`config.mk`:
```
export PLATFORM = sky130hd
export DESIGN_NAME = mem_copy_engine
export DESIGN_NICKNAME = d
export VERILOG_FILES = /design/src/rtl/mem_copy_engine.sv
export SDC_FILE = /design/constraint.sdc
export NUM_CORES = 1
export LEC_CHECK = 0
export BUFFER_PORTS_ARGS = -buffer_cell sky130_fd_sc_hd__buf_2
export CORE_AREA = 2 2 69 71
export DETAILED_ROUTE_END_ITERATION = 16
export DIE_AREA = 0 0 71 73
export PLACE_DENSITY_LB_ADDON = 0.12
export SLEW_MARGIN = 10
export SYNTH_ARGS = -nofsm -noshare
export SYNTH_HDL_FRONTEND = slang
export SYNTH_SLANG_ARGS = --single-unit
```
`constraint.sdc`:
```
create_clock -name mem_clk -period 3 [get_ports mem_clk]
set_input_delay 0.3 -clock mem_clk [delete_from_list [all_inputs] [get_ports mem_clk]]
set_output_delay 0.3 -clock mem_clk [all_outputs]
set_load 0.01 [all_outputs]
```
`src/rtl/mem_copy_engine.sv`:
```
// Block-copy bus initiator for the single-port scratchpad memory.
// Moves len bytes forward from src_addr to dst_addr, one byte every two cycles.
module mem_copy_engine #(
  parameter int ADDR_W = 8,
  parameter int DATA_W = 8
) (
  input  logic              mem_clk,
  input  logic              mem_rst,
  input  logic              start,
  input  logic [ADDR_W-1:0] src_addr,
  input  logic [ADDR_W-1:0] dst_addr,
  input  logic [ADDR_W:0]   len,
  input  logic [DATA_W-1:0] mem_out,
  output logic [ADDR_W-1:0] mem_addr,
  output logic [DATA_W-1:0] mem_in,
  output logic              mem_rd_en,
  output logic              mem_wr_en,
  output logic              busy,
  output logic              done
);

  typedef enum logic [1:0] {
    ST_IDLE  = 2'd0,
    ST_READ  = 2'd1,
    ST_WRITE = 2'd2,
    ST_DONE  = 2'd3
  } state_t;

  localparam logic [ADDR_W-1:0] LP_ADDR_ZERO = {ADDR_W{1'b0}};
  localparam logic [ADDR_W-1:0] LP_ADDR_ONE  = {{(ADDR_W-1){1'b0}}, 1'b1};
  localparam logic [ADDR_W:0]   LP_REM_ZERO  = {(ADDR_W+1){1'b0}};
  localparam logic [ADDR_W:0]   LP_REM_ONE   = {{ADDR_W{1'b0}}, 1'b1};
  localparam logic [ADDR_W:0]   LP_REM_FULL  = {1'b1, {ADDR_W{1'b0}}};
  localparam logic [DATA_W-1:0] LP_DATA_ZERO = {DATA_W{1'b0}};

  state_t            r_state;
  logic [ADDR_W-1:0] r_src_ptr;
  logic [ADDR_W-1:0] r_dst_ptr;
  logic [ADDR_W:0]   r_remaining;
  logic [DATA_W-1:0] r_data;
  logic [ADDR_W-1:0] r_mem_addr;
  logic              r_rd_en;
  logic              r_wr_en;
  logic              r_busy;
  logic              r_done;
  logic [ADDR_W:0]   w_len_sat;

  // Any count with the top bit set is treated as a full-memory copy.
  always_comb begin
    w_len_sat = len;
    if (len[ADDR_W]) begin
      w_len_sat = LP_REM_FULL;
    end else begin
      w_len_sat = len;
    end
  end

  // Copy FSM; every output is registered and computed for the state being entered.
  always_ff @(posedge mem_clk or posedge mem_rst) begin
    if (mem_rst) begin
      r_state     <= ST_IDLE;
      r_src_ptr   <= LP_ADDR_ZERO;
      r_dst_ptr   <= LP_ADDR_ZERO;
      r_remaining <= LP_REM_ZERO;
      r_data      <= LP_DATA_ZERO;
      r_mem_addr  <= LP_ADDR_ZERO;
      r_rd_en     <= 1'b0;
      r_wr_en     <= 1'b0;
      r_busy      <= 1'b0;
      r_done      <= 1'b0;
    end else begin
      case (r_state)
        ST_IDLE: begin
          r_wr_en <= 1'b0;
          r_data  <= LP_DATA_ZERO;
          if (start) begin
            r_src_ptr   <= src_addr;
            r_dst_ptr   <= dst_addr;
            r_remaining <= w_len_sat;
            r_busy      <= 1'b1;
            if (w_len_sat == LP_REM_ZERO) begin
              r_state    <= ST_DONE;
              r_done     <= 1'b1;
              r_rd_en    <= 1'b0;
              r_mem_addr <= LP_ADDR_ZERO;
            end else begin
              r_state    <= ST_READ;
              r_done     <= 1'b0;
              r_rd_en    <= 1'b1;
              r_mem_addr <= src_addr;
            end
          end else begin
            r_busy     <= 1'b0;
            r_done     <= 1'b0;
            r_rd_en    <= 1'b0;
            r_mem_addr <= LP_ADDR_ZERO;
          end
        end
        ST_READ: begin
          r_state    <= ST_WRITE;
          r_data     <= mem_out;
          r_rd_en    <= 1'b0;
          r_wr_en    <= 1'b1;
          r_mem_addr <= r_dst_ptr;
        end
        ST_WRITE: begin
          r_src_ptr   <= r_src_ptr + LP_ADDR_ONE;
          r_dst_ptr   <= r_dst_ptr + LP_ADDR_ONE;
          r_remaining <= r_remaining - LP_REM_ONE;
          r_wr_en     <= 1'b0;
          r_data      <= LP_DATA_ZERO;
          if (r_remaining == LP_REM_ONE) begin
            r_state    <= ST_DONE;
            r_done     <= 1'b1;
            r_rd_en    <= 1'b0;
            r_mem_addr <= LP_ADDR_ZERO;
          end else begin
            r_state    <= ST_READ;
            r_done     <= 1'b0;
            r_rd_en    <= 1'b1;
            r_mem_addr <= r_src_ptr + LP_ADDR_ONE;
          end
        end
        ST_DONE: begin
          r_state    <= ST_IDLE;
          r_done     <= 1'b0;
          r_busy     <= 1'b0;
          r_rd_en    <= 1'b0;
          r_wr_en    <= 1'b0;
          r_data     <= LP_DATA_ZERO;
          r_mem_addr <= LP_ADDR_ZERO;
        end
        default: begin
          r_state    <= ST_IDLE;
          r_done     <= 1'b0;
          r_busy     <= 1'b0;
          r_rd_en    <= 1'b0;
          r_wr_en    <= 1'b0;
          r_data     <= LP_DATA_ZERO;
          r_mem_addr <= LP_ADDR_ZERO;
        end
      endcase
    end
  end

  // r_data is cleared outside WRITE so the write bus idles at zero.
  assign mem_addr  = r_mem_addr;
  assign mem_in    = r_data;
  assign mem_rd_en = r_rd_en;
  assign mem_wr_en = r_wr_en;
  assign busy      = r_busy;
  assign done      = r_done;

endmodule
```
======== After elaboration in Yosys (flattened, before gate mapping) ========
Index checks and enable logic that the tools add are counted.
storage, ports and cells
  register bits ........................... 47
  input port bits ......................... 36
  output and inout port bits .............. 20
  word-level logic and storage cells ...... 53
cells by class
  add/sub/neg operators ................... 3
  equality and inequality tests ........... 5
  multiplexer cells ....................... 27
  reductions and logical operators ........ 8
operators by type and width
  cell                   count
  $pmux W8 S2            3
  $mux W8                5
  $pmux W8 S4            1
  $mux W9                2
  $pmux W9 S2            1
  $add A8 B1 Y8 const B  2
  $eq A9 B1 Y1 const B   1
  $logic_not A9 Y1       1
  $sub A9 B1 Y9 const B  1
  $pmux W2 S4            1
  $mux W1                7
  $mux W2                3
  $pmux W1 S3            2
  $eq A2 B2 Y1 const B   2
  $pmux W1 S2            2
  $reduce_bool A2 Y1     2
  $reduce_bool A3 Y1     1
  $reduce_or A3 Y1       1
  $eq A2 B1 Y1 const B   1
  $logic_not A2 Y1       1
  $ne A2 B2 Y1 const B   1
  $reduce_and A2 Y1      1
  $reduce_or A2 Y1       1

======== Longest topological paths before layout ========
  word-level depth ........................ 5
  gate-level depth with buffers ........... 8
  depth with buffers taken out ............ 6

======== Least setup slack after synthesis ========
No wires, ideal clock.
  kind .................................... reg-to-reg
  start ................................... register r_state[0]
  end ..................................... register r_remaining[5]
  setup time .............................. 0.120 ns
  arrival time ............................ 1.595 ns
  path slack .............................. 1.285 ns
  cell stages (with the launch flop) ...... 9
  buffers on the path ..................... 2
  period minus slack after synthesis ...... 1.715 ns
  cells stage by stage .................... dfrtp_1 -> inv_1 -> ha_1 -> buf_6 -> mux2_4 -> buf_4 -> nand3_1 -> o221ai_1 -> a41o_1
between the ends
  word-level cells in the longest chain between the ends .. 3
  elaborated cells between the ends (all ways) .. 6
  classes of those cells .................. eq/ne: 2; mux: 1; reduce/logical: 3
ends and longest elaborated chain
  element                                                              line  RTL
  start: declaration                                                   36    state_t r_state;
  start signal: assignment                                             61    r_state <= ST_IDLE;
  start signal: assignment                                             82    r_state <= ST_DONE;
  start signal: assignment                                             87    r_state <= ST_READ;
  $eq A2 B2 Y1 or $logic_not A2 Y1 (tied branches)                     72    case (r_state)
  $reduce_bool A2 Y1 (no source line) or $ne A2 B2 Y1 (tied branches)  --
  $reduce_and A2 Y1 (no source line)                                   --
  end signal: assignment                                               79    r_remaining <= w_len_sat;
  end signal: assignment                                               109   r_remaining <= r_remaining - LP_REM_ONE;
  end: declaration                                                     39    logic [ADDR_W:0] r_remaining;
Several ways; a longest one is shown, not always the timed one.
A chain may end at the register's enable or synchronous reset.

======== Final worst setup path ========
  start ................................... register r_state[1]
  end ..................................... register r_dst_ptr[7]
between the ends
  word-level cells in the longest chain between the ends .. 3
  elaborated cells between the ends (all ways) .. 6
  classes of those cells .................. eq/ne: 2; mux: 1; reduce/logical: 3
ends and longest elaborated chain
  element                                                              line  RTL
  $eq A2 B2 Y1 or $logic_not A2 Y1 (tied branches)                     72
  $reduce_bool A2 Y1 (no source line) or $ne A2 B2 Y1 (tied branches)  --
  $reduce_and A2 Y1 (no source line)                                   --
  end signal: assignment                                               78    r_dst_ptr <= dst_addr;
  end signal: assignment                                               108   r_dst_ptr <= r_dst_ptr + LP_ADDR_ONE;
  end: declaration                                                     38    logic [ADDR_W-1:0] r_dst_ptr;
Several ways; a longest one is shown, not always the timed one.

==> reports/results.tsv <==
stage	metric	value	unit
routing	final wirelength	5280	microns
worst_setup_path	CP max stage cell	mux2_4	
global_route	Overflow after GRT	0	
worst_setup_path	worst r2r src	r_state[1]	
synthesis	FFs w/ async S/R, synth	100	%
timing	Worst Skew	0.00562	ns
worst_setup_path	ordered cell list for the critical path	inv_1 -> ha_1 -> mux2_4 -> nand2b_1 -> o22ai_1 -> nor3_1	
die	row count	25	
worst_setup_path	Setup Crit Path Kind	reg2reg	
worst_setup_path	crit start category	flip-flop	
worst_setup_path	Crit path max-delay family	simple AND/OR/NAND/NOR gates	
routing	Iter 0 DRT Violations	155	
cts	Post-CTS Setup Inserts	0	
worst_setup_path	critical path endpoint category	flip-flop	
pwr	Max rail drop VDD	0.482	mV
die	width of the die	71	microns
finish	share of layout cells above drive strength 1	24.8	%
finish	area grow syn2layout	15.1	%
cts	Num CTS Buffers	5	
cts	CTS Root Buffer Type	clkbuf_8	
finish	Nets	352	
placed_design	GP Congestion	0.815	
timing	Slew @ Worst Pin	0.955	ns
worst_setup_path	Critical Path RT	3.21	ns
cts	Skew-Pair Late Insertion Delay	0.29	ns
synthesis	Synth Warn #	0	
finish	Finished Cell Area	2890	sq um
synthesis	post-synth design cell area	2510	sq um
cts	Worst-path clk slew	0.08	ns
placed_design	DP HPWL	3790	microns
pwr	PwrDens	1010	nW/um^2
worst_hold_path	HP Class	in2async	
global_route	antenna violations before repair	0	
routing	DR vias	2082	
routing	# DRC	0	
die	die footprint	5180	sq um
synthesis	syn nets	301	
die	Die Y	73	microns
global_route	vias in the first global route	1944	
job	max-capacitance violation count	0	
routing	Final ANT Viol Nets	0	
synthesis	Post-Syn Instances	256	
die	I/O pins	56	
worst_setup_path	CP arrival	2.37	ns
synthesis	Main synth FF type	dfrtp_1	
synthesis	Unique masters post-synth	43	
routing	1st-pass router iterations	4	
global_route	largest net degree at the start of global routing	48	
routing	routed len/inst	14.6	microns
timing	Final setup viols	0	
die	total core area	4540	sq um
cts	CTS resizes	0	
placed_design	placed cell areas	2800	sq um
cts	CTS tree	yes	
timing	Hold Fails Final Rpt	0	
placed_design	Port Buf Inserts	55	
global_route	first-pass GRT wire length	9040	microns
worst_setup_path	CP max FO	30	
timing	fin. max-slew vios	0	
worst_setup_path	Buf+Inv Stages, Crit Path	1	
timing	RSZ-0062 raised after global routing	no	
worst_setup_path	CP startpoint	r_state[1]	
synthesis	Avg Inst Size Synth	9.80	sq um
global_route	Total Routing Usage GR	21.9	%
die	Initial Util	55.3	%
timing	Fmax achieved	463	MHz
placed_design	Post-Place Cells	354	
cts	CTS sink count	47	
finish	non-filler cells, final	361	
outcome	status	completed	
cts	Post-CTS Hold Buffers	0	
routing	number of vias per cell	5.77	
timing	Slew headroom	36.2	%
cts	Max H-tree Level	2	
cts	CTS max path bufs	2	
finish	post-layout util	63.7	%
pwr	static leakage	1.36	nW
timing	fin crit share	72.1	%
timing	setup_tns	0	ns
timing	fin crit period	2.16	ns
synthesis	post-synthesis register bit count	47	
finish	antenna diode count	0	
synthesis	number of flops mapped to enable cells by yosys	0	
worst_setup_path	CP peak stage delay	0.46	ns
synthesis	Seq/Total Area, Yosys	46.9	%
registers in the layout (all words and copies together), names as in the netlist:
signal / count
done: 1
r_src_ptr: 8
r_remaining: 9
mem_rd_en: 1
mem_addr: 8
mem_wr_en: 1
r_dst_ptr: 8
mem_in: 8
r_state: 2
busy: 1
metal layers:
metal | GRT usage [%] | share of wire [%]
met1 | 31.1 | 45
met4 | 4.61 | 0.76
met3 | 4.56 | 6.1
met2 | 35.0 | 48
met5 | 0 | 0
cells in the final DEF, fill, tap and decap left out, types with 3 or more instances in the layout:
cell type,synthesis,routed
a21oi_1,18,18
a221oi_1,3,3
a22oi_1,8,8
and2_1,8,8
and3_1,3,3
buf_2,8,55
buf_4,1,3
clkbuf_8,0,6
dfrtp_1,47,47
ha_1,9,9
inv_1,9,8
mux2i_1,8,8
nand2_1,21,21
nand2b_1,6,6
nand3_1,12,12
nor2_1,14,14
nor3_1,3,3
nor3b_1,3,3
o21ai_0,26,26
o22ai_1,12,12
xnor2_1,4,4
layout make-up:
type	instances	area (sq um)
clock inverters	1	5.00
well taps	54	67.6
flip-flops and latches	47	1180
multi-input cells	186	1220
fillers	394	1650
repair buffers	58	298
clock buffers	6	82.6
inverters	9	33.8
kinds of logic (layout without fill, tap and decap cells):
kind of cell               after synthesis  in the layout  synth area share, %
AOI/OAI and AO/OA                       79             79                 19.6
adders and majority gates                9              9                 4.49
and+or+nand+nor                         81             81                 18.0
muxes                                   11             11                 4.69
xor gates and xnor gates                 6              6                 2.09
buffers and inverters                   23             74                 4.29
DFF                                     47             47                 46.9
stage by stage:
stage	hold slack [ns]	setup WS [ns]	power, W
floorplan	0.434	1.28	0.00222
global placement	0.462	0.980	0.00252
finish	0.215	0.838	0.00292
detailed placement	0.471	0.831	0.00256
global route	0.223	0.632	0.00320
CTS	0.212	0.845	0.00294
Yosys cell counts, types with 4 or more instances:
cell,number,area (sq um)
xnor2_1,4,35.0
nand2b_1,6,37.5
ha_1,9,113
a21oi_1,18,90.1
nor2_1,14,52.6
buf_2,8,40.0
nand2_1,21,78.8
clkbuf_1,4,15.0
o22ai_1,12,75.1
and2_1,8,50.1
mux2i_1,8,80.1
dfrtp_1,47,1180
a22oi_1,8,60.1
inv_1,9,33.8
nand3_1,12,60.1
o21ai_0,26,130
report_power, final:
group / internal, W / switching (W) / total, W
combinational: 0.000592 / 0.000790 / 0.00138
clock: 0.000181 / 0.000198 / 0.000379
sequential: 0.000906 / 0.000254 / 0.00116
path summary, 6_finish.rpt:
check,to,slack [ns],cells past startpoint
min in group mem_clk,mem_in[6],0.22,2
worst max register to register,r_dst_ptr[7],0.84,6
worst min register to register,busy,0.48,2
max in group asynchronous,r_state[1],2.19,2
worst min-delay path,mem_rd_en,0.21,2
worst max-delay path,r_dst_ptr[7],0.84,6
No activity file was read; power rests on OpenSTA's default activity.
